**src/rtl/concat_arbiter.sv**
```systemverilog
// rtl/concat_arbiter.sv - write/read burst arbiter for concatenation layers
// Rotating write grant from layer_ptr; reads strictly in layer order.
module concat_arbiter #(
   parameter int                    N_CH      = 5,
   parameter int                    CNT_W     = 8,
   parameter logic [N_CH*CNT_W-1:0] BURST_LEN = {8'd112, 8'd112, 8'd112, 8'd112, 8'd224}
) (
   input  logic                      clk,
   input  logic                      reset_n,
   input  logic                      flush,
   input  logic [N_CH-1:0]           req_wr,
   input  logic [N_CH-1:0]           req_rd,
   output logic [N_CH-1:0]           wr_en,
   output logic [N_CH-1:0]           rd_en,
   output logic                      wr_done,
   output logic                      rd_done,
   output logic [$clog2(N_CH)-1:0]   layer_ptr
);

   localparam int PTR_W = $clog2(N_CH);

   typedef enum logic [2:0] {
      IDLE     = 3'd0,
      WR_ARB   = 3'd1,
      WR_BURST = 3'd2,
      RD_ARB   = 3'd3,
      RD_BURST = 3'd4
   } state_t;

   state_t             state;
   state_t             state_nx;
   logic [CNT_W-1:0]   cnt;
   logic [PTR_W-1:0]   grant;
   logic [PTR_W-1:0]   wr_pick;
   logic               wr_any;
   logic               last;
   logic [CNT_W-1:0]   len_tab [N_CH];
   logic [CNT_W-1:0]   cur_len;
   logic [N_CH-1:0]    grant_onehot;

   for (genvar g = 0; g < N_CH; g++) begin : g_len
      assign len_tab[g] = BURST_LEN[g*CNT_W +: CNT_W];
   end

   assign cur_len      = len_tab[grant];
   assign last         = (cnt == cur_len - CNT_W'(1));
   assign grant_onehot = N_CH'(1) << grant;

   // Scan offsets high-to-low so the smallest offset from layer_ptr wins.
   always_comb begin
      int idx;
      wr_pick = layer_ptr;
      wr_any  = 1'b0;
      for (int i = N_CH - 1; i >= 0; i--) begin
         idx = int'(layer_ptr) + i;
         if (idx >= N_CH) idx = idx - N_CH;
         if (req_wr[PTR_W'(idx)]) begin
            wr_pick = PTR_W'(idx);
            wr_any  = 1'b1;
         end
      end
   end

   always_ff @(posedge clk or negedge reset_n) begin
      if (!reset_n) state <= IDLE;
      else          state <= state_nx;
   end

   always_comb begin
      state_nx = state;
      case (state)
         IDLE:     state_nx = WR_ARB;
         WR_ARB:   state_nx = wr_any ? WR_BURST : RD_ARB;
         WR_BURST: if (last) state_nx = RD_ARB;
         RD_ARB:   state_nx = req_rd[layer_ptr] ? RD_BURST : WR_ARB;
         RD_BURST: if (last) state_nx = WR_ARB;
         default:  state_nx = IDLE;
      endcase
      if (flush) state_nx = IDLE;
   end

   always_comb begin
      wr_en = '0;
      rd_en = '0;
      if (state == WR_BURST) wr_en = grant_onehot;
      if (state == RD_BURST) rd_en = grant_onehot;
   end

   always_ff @(posedge clk or negedge reset_n) begin
      if (!reset_n) begin
         cnt       <= '0;
         grant     <= '0;
         layer_ptr <= '0;
         wr_done   <= 1'b0;
         rd_done   <= 1'b0;
      end else if (flush) begin
         cnt       <= '0;
         grant     <= '0;
         layer_ptr <= '0;
         wr_done   <= 1'b0;
         rd_done   <= 1'b0;
      end else begin
         wr_done <= 1'b0;
         rd_done <= 1'b0;
         case (state)
            WR_ARB: begin
               cnt <= '0;
               if (wr_any) grant <= wr_pick;
            end
            RD_ARB: begin
               cnt <= '0;
               if (req_rd[layer_ptr]) grant <= layer_ptr;
            end
            WR_BURST: begin
               if (last) begin
                  cnt     <= '0;
                  wr_done <= 1'b1;
               end else begin
                  cnt <= cnt + CNT_W'(1);
               end
            end
            RD_BURST: begin
               if (last) begin
                  cnt     <= '0;
                  rd_done <= 1'b1;
                  if (layer_ptr == PTR_W'(N_CH - 1)) layer_ptr <= '0;
                  else                               layer_ptr <= layer_ptr + PTR_W'(1);
               end else begin
                  cnt <= cnt + CNT_W'(1);
               end
            end
            default: cnt <= '0;
         endcase
      end
   end

endmodule

```
**config.mk**
```make
export PLATFORM = sky130hd
export DESIGN_NAME = concat_arbiter
export DESIGN_NICKNAME = d
export VERILOG_FILES = /design/src/rtl/concat_arbiter.sv
export SDC_FILE = /design/constraint.sdc
export NUM_CORES = 1
export LEC_CHECK = 0
export CAP_MARGIN = 5
export CORE_MARGIN = 4
export CORE_UTILIZATION = 63
export CTS_BUF_LIST = sky130_fd_sc_hd__clkbuf_8
export DETAILED_ROUTE_END_ITERATION = 7
export HOLD_SLACK_MARGIN = 0.03
export PLACE_DENSITY = 0.89
export SETUP_SLACK_MARGIN = 0.15
export SYNTH_ARGS = -nofsm -noshare
export SYNTH_HDL_FRONTEND = slang
export SYNTH_SLANG_ARGS = --single-unit
```
**constraint.sdc**
```tcl
create_clock -name clk -period 7.3 [get_ports clk]
set_input_delay 0.73 -clock clk [delete_from_list [all_inputs] [get_ports clk]]
set_output_delay 0.73 -clock clk [all_outputs]
set_load 0.05 [all_outputs]
```
Yosys cells after proc, flatten, opt, wreduce, memory -nomap -nowiden:

Memory sizes are Yosys's and may differ from the RTL's.
Index checks and enable logic that the tools add are counted.

* add/subtract/negate cells: 12
* $mul: 0
* div/mod/pow operators: 0
* magnitude comparators: 12
* eq/ne operators: 10
* shifts and indexed selects: 1
* mux-type cells: 58
* bitwise gates (word level): 1
* reductions and logical operators: 8

Operators by type and width (number)
* 3-bit 2-to-1 mux: 21
* 8-bit 2-to-1 mux: 5
* 3-bit by 5-bit less-than comparator with 1-bit output (second input constant): 5
* 1-bit 2-to-1 mux: 22
* 1-bit binary-select mux with 3-bit select: 6
* 4-bit by 3-bit >= comparator with 1-bit output (second input constant): 4
* 3-bit one-hot mux with 5 select lines: 1
* 3-bit subtractor (second input constant): 5
* 3-bit != test (second input constant): 4
* 5-bit 2-to-1 mux: 2
* 3-bit by 2-bit adder with 4-bit output (second input constant): 2
* 8-bit by 1-bit adder with 8-bit output (second input constant): 1
* 8-bit == test: 1
* 8-bit by 1-bit subtractor with 8-bit output (second input constant): 1
* 3-bit by 2-bit == test with 1-bit output (second input constant): 2
* 3-bit == test (second input constant): 2
* 3-bit one-hot mux with 2 select lines: 1
* 1-bit by 3-bit left shift with 5-bit output (first input constant): 1
* 3-bit by 1-bit adder with 4-bit output (second input constant): 1
* 3-bit by 3-bit adder with 4-bit output (second input constant): 1
* 4-bit >= comparator (second input constant): 1
* 3-bit by 4-bit less-than comparator with 1-bit output (second input constant): 1
* 3-bit inverter with 4-bit output: 1
* 2-bit AND reduction: 2
* other kinds (8): 9

* flip-flop bits (word level): 19
* latch bits: 0
* bits in writable memories: 0
* memory bits (read-only): 64
* bits of input ports: 13
* word-level logic and storage cells: 109
* memories: 1

Memory list
* (name not given): words 8, bits a word 8, rd ports 1, clocked after memory_dff 0, write ports 0, line 45 `assign cur_len = len_tab[grant];`

Longest topological paths before layout:

Gate-level depths: netlist (run 1).

* word-level depth: 14
* mapped depth: 14
* mapped depth without buffers: 12

Least setup slack after synthesis (run 1):

No wires, ideal clock.

* path type: register -> register
* start point: reg layer_ptr[0]
* end point: reg grant[0]
* arrival: 3.307 ns
* required time: 7.162 ns
* slack: 3.855 ns
* cell stages (with the launch flop): 14
* path buffers: 2
* clock period less this slack: 3.445 ns
* path through: dfrtp_1 -> buf_2 -> clkinv_1 -> ha_1 -> inv_1 -> fa_1 -> clkbuf_1 -> nor2_1 -> a311oi_1 -> o221ai_2 -> nor4_2 -> a211oi_4 -> nor2_1 -> a211oi_2

* longest elaborated chain between the ends: 14
* elaborated cells on any way between the ends: 53
* classes of those cells: add/sub (9); order compare (5); eq/ne (2); mux (36); reduce/logical (1)

RTL lines
* from (decl): line 17 `output logic [$clog2(N_CH)-1:0] layer_ptr`
* from (signal assigned): line 127 `else layer_ptr <= layer_ptr + PTR_W'(1);`
* 3-bit by 3-bit adder with 4-bit output: line 55 `idx = int'(layer_ptr) + i;`
* 4-bit by 3-bit >= comparator with 1-bit output / 3-bit subtractor (equally long branches): line 56 `if (idx >= N_CH) idx = idx - N_CH;`
* 3-bit 2-to-1 mux: line 56
* 1-bit binary-select mux with 3-bit select: line 57 `if (req_wr[PTR_W'(idx)]) begin`
* 1-bit 2-to-1 mux (not written as such) (2 in a row): line 57
* 3-bit 2-to-1 mux (5 in a row): line 57
* 3-bit 2-to-1 mux: line 108 `if (wr_any) grant <= wr_pick;`
* 3-bit one-hot mux with 2 select lines: line 105 `case (state)`
* 3-bit 2-to-1 mux: line 96 `end else if (flush) begin`
* to (signal assigned): line 108
* to (signal assigned): line 112 `if (req_rd[layer_ptr]) grant <= layer_ptr;`
* to (decl): line 33 `logic [PTR_W-1:0] grant;`

Several ways; a longest one is shown, not always the timed one. The select of a mux whose other input is x is not followed.
A chain may end at the register's enable or synchronous reset.

Worst setup path after layout (run 1):

* start point: reg layer_ptr[0]
* end point: reg grant[1]

The elaborated chain is that of the path after synthesis.

==> flow_metrics.env, run 1 <==
export IMPL_status="complete, no violations"
export IMPL_core_sq_um=3420
export IMPL_routed_wl_mm=6.17
export IMPL_clockRootBuffer="clkbuf_8"
export IMPL_ys_ff_latch=19
export IMPL_cellPowerDensity_nw_per_um2=115
export IMPL_path_cells="buf_4 -> clkinv_1 -> ha_1 -> ha_1 -> inv_1 -> o211a_1 -> o2111ai_1 -> nand4_1 -> or3_1 -> a311oi_1 -> o211ai_1 -> o21ai_1"
export IMPL_slew_headroom_pct=43.6
export IMPL_cts_reportedPaths_clkPinSlew_ns=0.08
export IMPL_synth_edf_count=0
export IMPL_path_class="register to register"
export IMPL_rrSetupSlack_ns=3.51
export IMPL_power_internal_uw=190
export IMPL_reg2reg_depth=12
export IMPL_via_per_inst=6.87
export IMPL_grt_usage_pct=28.3
export IMPL_syn_nets=309
export IMPL_clk_latency_ns=0.26
export IMPL_grt_max_degree=43
export IMPL_hp_start="cnt[0]$_DFF_PN0_"
export IMPL_die_width_um=68.1
export IMPL_antenna_found_initial=0
export IMPL_path_buf_inv=3
export IMPL_worst_r2r_startpoint="layer_ptr[0]$_DFFE_PN0P_"
export IMPL_r2r_end="grant[1]$_DFFE_PN0P_"
export IMPL_port_buffer_count=27
export IMPL_synthCells=284
export IMPL_drc=0
export IMPL_whs_endpoint="cnt[0]$_DFF_PN0_"
export IMPL_io_pins=28
export IMPL_cts_buffers=3
export IMPL_asyncSetResetFlopFracSynth_pct=100
export IMPL_ys_flop_type="dfrtp_1"
export IMPL_netlist_area_sq_um=2270
export IMPL_gp_congestion=0.958
export IMPL_leakage_uw=0.000961
export IMPL_rows=21
export IMPL_finalPower_uw=295
export IMPL_hpwl_mm=4.59
export IMPL_wl_met3_um=592
export IMPL_switching_share_pct=35.5
export IMPL_first_iter_violations=304
export IMPL_clk_path_buf_depth=2
export IMPL_synth_cell_types=65
export IMPL_first_pass_iters=5
export IMPL_nets=325
export IMPL_worst_slew_pin_transition_ns=0.844
export IMPL_holdPathStages=1
export IMPL_top_layer="met4"
export IMPL_ir_drop_mv=0.0808
export IMPL_critPathArrivalTime_ns=3.98
export IMPL_post_cts_resized=0
export IMPL_path_max_fanout=42
export IMPL_die_y_um=68.1
export IMPL_worst_setup_path_start_kind="register"
export IMPL_crit_family="compound AO/OA/AOI/OAI gates"
export IMPL_route_met2_wl_mm=2.85
export IMPL_max_freq_ghz=0.264
export IMPL_finalSetupViolCount=0
export IMPL_hold_path_class="register to register"
export IMPL_cts_htree_levels=1
export IMPL_synth_seq_area_share_pct=20.9
export IMPL_holdBufCountCts=0
export IMPL_timing_max_cap_violations=0
export IMPL_postRouteAntennaNets=0
export IMPL_grt_first_pass_wirelength_mm=9.87
export IMPL_drive_gt1_share_pct=8.03
export IMPL_period_minus_slack_ns=3.79
export IMPL_clock_sinks=19
export IMPL_stdcell_count=345
export IMPL_met1_length_mm=2.64
export IMPL_skew_ns=0.00594
export IMPL_post_cts_buffers=0
export IMPL_max_stage_delay_ns=0.43
export IMPL_dieArea_sq_um=4640
export IMPL_fin_crit_sh_pct=51.9
export IMPL_switching_power_uw=105
export IMPL_post_place_cells=341
export IMPL_setup_tns_final_ns=0
export IMPL_endpoint_kind="register"
export IMPL_avgSynthCellArea_sq_um=8.01
export IMPL_cpMostUsedCell="ha_1"
export IMPL_fillers=251
export IMPL_start_util_pct=66.6
export IMPL_grt_overflow=0
export IMPL_antenna_cells=0
export IMPL_cp_required_ns=7.49
export IMPL_routedWlPerCell_um=17.9
export IMPL_p_seq_share_pct=42.0
export IMPL_num_vias=2369
export IMPL_first_global_vias=2047
export IMPL_slew_violations=0
export IMPL_power_frac_comb_pct=32.5
export IMPL_area_growth_syn_to_layout_pct=12.8
export IMPL_clockPowerShare_pct=25.5
export IMPL_critPathSlowestCell="or3_1"
export IMPL_cts_tree="built"
export IMPL_grt_setup_unrepaired="false"
export IMPL_hold_violations=0
export IMPL_yosys_warnings=0
metal layers:
layer	up-vias	GRT usage, %
met1	1143	41.0
met3	13	6.90
met4	0	6.45
met2	114	42.2
met5	-	0
li1	1099	-
state kept, by name (all words and copies together), names as in the netlist:
signal     flops
wr_done        1
state          3
cnt            8
layer_ptr      3
rd_done        1
grant          3
cell usage in the layout (no fill, tap or decap), types with 3 or more instances in the layout:
cell and count:
xor2_1 4, nand3b_1 3, nor3_1 6, mux4_2 3
dfrtp_1 19, o2111ai_1 3, xnor2_1 6, a2bb2oi_1 3
a211oi_1 3, clkdlybuf4s50_1 27, or3b_2 4, a31oi_1 4
o221ai_1 5, clkbuf_8 3, nand4_1 3, or3_1 4
a21oi_1 14, ha_1 11, a311oi_1 3, nor2_1 35
o211ai_1 6, and3_1 9, and2_1 5, nand2_1 15
nor2b_1 5, inv_1 9, mux2i_1 6, o21ai_0 12
nand3_1 13, nand2b_1 10, o22ai_1 5
synthesized netlist by cell type, types with 3 or more instances:
| cell type | count | area share, % |
|---|---|---|
| or3b_2 | 4 | 1.5 |
| a311oi_1 | 3 | 1.2 |
| mux4_2 | 3 | 3.0 |
| a2bb2oi_1 | 3 | 1.2 |
| o221ai_1 | 5 | 1.9 |
| nor2b_1 | 5 | 1.4 |
| xnor2_1 | 6 | 2.3 |
| buf_2 | 6 | 1.3 |
| o2111ai_1 | 3 | 1.2 |
| or3_1 | 4 | 1.1 |
| a211oi_1 | 3 | 0.99 |
| a31oi_1 | 4 | 1.1 |
| nand2_1 | 15 | 2.5 |
| nand4_1 | 3 | 0.83 |
| o22ai_1 | 5 | 1.4 |
| clkbuf_1 | 7 | 1.2 |
| nor3_1 | 6 | 1.3 |
| and2_1 | 5 | 1.4 |
| nand3_1 | 13 | 2.9 |
| nor2_1 | 35 | 5.8 |
| o211ai_1 | 6 | 2.0 |
| mux2i_1 | 6 | 2.6 |
| nand2b_1 | 10 | 2.8 |
| inv_1 | 9 | 1.5 |
| xor2_1 | 4 | 1.5 |
| dfrtp_1 | 19 | 21 |
| o21ai_0 | 12 | 2.6 |
| and3_1 | 9 | 2.5 |
| a21oi_1 | 14 | 3.1 |
| ha_1 | 11 | 6.1 |
| nand3b_1 | 3 | 0.99 |
logic make-up (layout without fill, tap and decap cells):
logic type                 after synthesis  count (layout)  synth area share, %
and+or+nand+nor                        121             121                 28.2
muxes                                   10              10                 6.11
AOI/OAI and AO/OA                       84              84                 28.0
buffers and inverters                   27              42                 5.61
DFF                                     19              19                 20.9
xor gates and xnor gates                10              10                 3.85
adders and majority gates               13              13                 7.37
cell type report:
| class | instances | area [sq um] | share of cell area (%) |
|---|---|---|---|
| clock buffers | 3 | 41.3 | 1.61 |
| clock inverters | 1 | 5.00 | 0.195 |
| inverters | 10 | 37.5 | 1.46 |
| multi-input cells | 238 | 1670 | 65.1 |
| flip-flops and latches | 19 | 475 | 18.5 |
| well taps | 46 | 57.6 | 2.24 |
| repair buffers | 28 | 278 | 10.8 |
metrics by stage:
stage,area [sq um],setup slack [ns],util (%),hold slack [ns]
5_1_grt,2570,3.30,75.1,0.524
2_1_floorplan,2270,3.85,-,0.433
3_3_place_gp,2520,3.69,73.8,0.452
4_1_cts,2570,3.57,75.1,0.485
6_report,2570,3.51,75.1,0.478
3_5_place_dp,2520,3.61,73.8,0.475
worst max path at each step:
stage,start,endpoint,cells past startpoint,slack [ns]
2_1_floorplan,layer_ptr[0]$_DFFE_PN0P_,grant[0]$_DFFE_PN0P_,13,3.85
3_3_place_gp,layer_ptr[0]$_DFFE_PN0P_,grant[0]$_DFFE_PN0P_,12,3.69
3_5_place_dp,layer_ptr[0]$_DFFE_PN0P_,grant[1]$_DFFE_PN0P_,12,3.61
4_1_cts,layer_ptr[0]$_DFFE_PN0P_,grant[1]$_DFFE_PN0P_,12,3.57
5_1_grt,layer_ptr[0]$_DFFE_PN0P_,grant[1]$_DFFE_PN0P_,11,3.30
6_report,layer_ptr[0]$_DFFE_PN0P_,grant[1]$_DFFE_PN0P_,12,3.51
power by group through the flow:
stage	Clock [uW]	Combinational [uW]	Sequential, uW
floorplan	0	71.8	119
global placement	0	91.4	125
detailed placement	0	94.0	125
CTS	76.3	95.0	123
global route	82.5	104	125
finish	75.1	95.9	124
No activity file was read; power rests on OpenSTA's default activity.
==> inputs of run 2 (changes only) <==
--- a/config.mk
+++ b/config.mk
@@ -7,11 +7,11 @@
 export LEC_CHECK = 0
 export CAP_MARGIN = 5
 export CORE_MARGIN = 4
-export CORE_UTILIZATION = 63
+export CORE_UTILIZATION = 58
 export CTS_BUF_LIST = sky130_fd_sc_hd__clkbuf_8
 export DETAILED_ROUTE_END_ITERATION = 7
 export HOLD_SLACK_MARGIN = 0.03
-export PLACE_DENSITY = 0.89
+export PLACE_DENSITY = 0.83
 export SETUP_SLACK_MARGIN = 0.15
 export SYNTH_ARGS = -nofsm -noshare
 export SYNTH_HDL_FRONTEND = slang
==> constraint.sdc (replaced) <==
create_clock -name clk -period 3.66 [get_ports clk]
set_input_delay 0.366 -clock clk [delete_from_list [all_inputs] [get_ports clk]]
set_output_delay 0.366 -clock clk [all_outputs]
set_load 0.05 [all_outputs]
==> run 2 against run 1 <==
Against the previous run: via count down 1.1%; final area up 1.4%; first-iteration DRC count down 21%; routed wire length down 0.57%; count of clock-buffer cells in the layout unchanged; sequential share of layout area down 0.25 points; maximum frequency up 18%; clock skew up 0.00066 ns; sequential cell count unchanged; setup slack worse by 3.1 ns; critical path depth down 2; register-to-register slack worse by 3.1 ns; critical path type unchanged; largest power group unchanged; highest routed layer unchanged.
==> flow_metrics.env, run 2 (synthesis gave the netlist of run 1 again) <==
export IMPL_critPathSlowestCell="or3_1"
export IMPL_grt_usage_pct=25.5
export IMPL_reg2reg_depth=10
export IMPL_via_per_inst=6.68
export IMPL_io_pins=28
export IMPL_path_class="register to register"
export IMPL_area_growth_syn_to_layout_pct=14.4
export IMPL_antenna_cells=0
export IMPL_clk_latency_ns=0.26
export IMPL_final_common_cell="nor2_1"
export IMPL_period_minus_slack_ns=3.21
export IMPL_postRouteAntennaNets=0
export IMPL_post_cts_buffers=0
export IMPL_clock_sinks=19
export IMPL_first_global_vias=2176
export IMPL_setup_tns_final_ns=0
export IMPL_die_y_um=70.6
export IMPL_path_cells="buf_4 -> ha_1 -> nor2b_1 -> o31ai_1 -> o2111ai_1 -> nand4_1 -> or3_1 -> a311oi_1 -> o211ai_1 -> o21ai_1"
export IMPL_critPathArrivalTime_ns=3.41
export IMPL_grt_first_pass_wirelength_mm=10.5
export IMPL_first_iter_violations=241
export IMPL_cellPowerDensity_nw_per_um2=224
export IMPL_core_sq_um=3720
export IMPL_cts_buffers=3
export IMPL_grt_max_degree=42
export IMPL_drive_gt1_share_pct=9.57
export IMPL_top_register="cnt"
export IMPL_path_buf_inv=1
export IMPL_path_max_fanout=41
export IMPL_nets=329
export IMPL_skew_ns=0.00661
export IMPL_slew_headroom_pct=41.8
export IMPL_endpoint_kind="register"
export IMPL_fin_crit_sh_pct=87.8
export IMPL_num_vias=2344
export IMPL_routed_wl_mm=6.13
export IMPL_routedWlPerCell_um=17.5
export IMPL_first_pass_iters=5
export IMPL_use_met1_pct=35.2
export IMPL_finalSetupViolCount=0
export IMPL_ir_drop_mv=0.333
export IMPL_status="complete, no violations"
export IMPL_cts_tree="built"
export IMPL_holdBufCountCts=0
export IMPL_crit_family="simple AND/OR/NAND/NOR gates"
export IMPL_timing_max_cap_violations=0
export IMPL_leakage_uw=0.000979
export IMPL_max_stage_delay_ns=0.45
export IMPL_port_buffer_count=27
export IMPL_post_place_ws_ns=0.447
export IMPL_antenna_found_initial=0
export IMPL_cts_htree_levels=1
export IMPL_max_freq_ghz=0.311
export IMPL_use_met2_pct=41.3
export IMPL_clk_path_buf_depth=2
export IMPL_hold_violations=0
export IMPL_grt_busiest_layer="met2"
export IMPL_worst_slew_pin_transition_ns=0.870
export IMPL_grt_use_met3_pct=4.40
export IMPL_grt_setup_unrepaired="false"
export IMPL_place_area_sq_um=2550
export IMPL_cp_required_ns=3.86
export IMPL_drc=0
export IMPL_worst_setup_path_start_kind="register"
export IMPL_start_util_pct=61.2
export IMPL_gp_congestion=0.962
export IMPL_die_width_um=70.6
export IMPL_crit_cells=10
export IMPL_hpwl_mm=4.71
export IMPL_rows=22
export IMPL_clockRootBuffer="clkbuf_8"
export IMPL_dieArea_sq_um=4990
export IMPL_cts_reportedPaths_clkPinSlew_ns=0.07
export IMPL_setup_slack_ns=0.446
export IMPL_post_cts_resized=0
export IMPL_holdPathStages=1
export IMPL_grt_overflow=0
export IMPL_mostFrequentLayoutCells="35 x nor2_1, 27 x clkdlybuf4s50_1, 19 x dfrtp_1, 15 x nand2_1, 14 x a21oi_1"
export IMPL_largest_reg_flops=8
export IMPL_design_area_sq_um=2600
export IMPL_slew_violations=0
export IMPL_hold_path_class="register to register"
-- run 2: stage by stage --
step | utilization, % | total power [uW] | cells | hold slack [ns]
detailed placement | 68.7 | 436 | 347 | 0.469
global route | 70.0 | 624 | 351 | 0.526
CTS | 69.9 | 584 | 351 | 0.478
global placement | 68.7 | 430 | 347 | 0.448
floorplan | - | 381 | 284 | 0.0704
finish | 70.0 | 583 | 351 | 0.472
-- run 2: layer usage --
| metal | wire length, um | vias up |
|---|---|---|
| met2 | 2910 | 110 |
| met3 | 441 | 14 |
| met4 | 106 | 0 |
| li1 | - | 1107 |
| met1 | 2680 | 1113 |
| met5 | 0 | - |
-- run 2: worst register-to-register path, stage by stage, from the launching register on --
cell,delay (ns)
dfrtp_1,0.36
buf_4,0.37
ha_1,0.36
nor2b_1,0.35
o31ai_1,0.19
o2111ai_1,0.21
nand4_1,0.33
or3_1,0.45
a311oi_1,0.31
o211ai_1,0.14
o21ai_1,0.09
-- run 2: cell type report --
class	instances	area, sq um
clock buffer	3	41.3
clock inverter	1	5.00
fill	292	1110
inverter	10	37.5
multi-input combinational	238	1670
sequential	19	475
tap	48	60.1
timing repair buffer	32	308
-- run 2: power by group --
group | internal (uW) | switching (uW) | leakage (uW)
clock network | 75.9 | 72.5 | 0.0000255
logic | 80.4 | 109 | 0.000691
registers | 223 | 21.5 | 0.000262
-- run 2: worst paths after layout --
kind,start,endpoint,slack [ns]
hold reg to reg,cnt[0]$_DFF_PN0_,cnt[0]$_DFF_PN0_,0.47
hold / removal,cnt[0]$_DFF_PN0_,cnt[0]$_DFF_PN0_,0.47
setup reg to reg,layer_ptr[0]$_DFFE_PN0P_,grant[1]$_DFFE_PN0P_,0.45
min in group asynchronous,reset_n,grant[0]$_DFFE_PN0P_,0.60
max in group asynchronous,reset_n,cnt[7]$_DFF_PN0_,2.53
setup / recovery,layer_ptr[0]$_DFFE_PN0P_,grant[1]$_DFFE_PN0P_,0.45
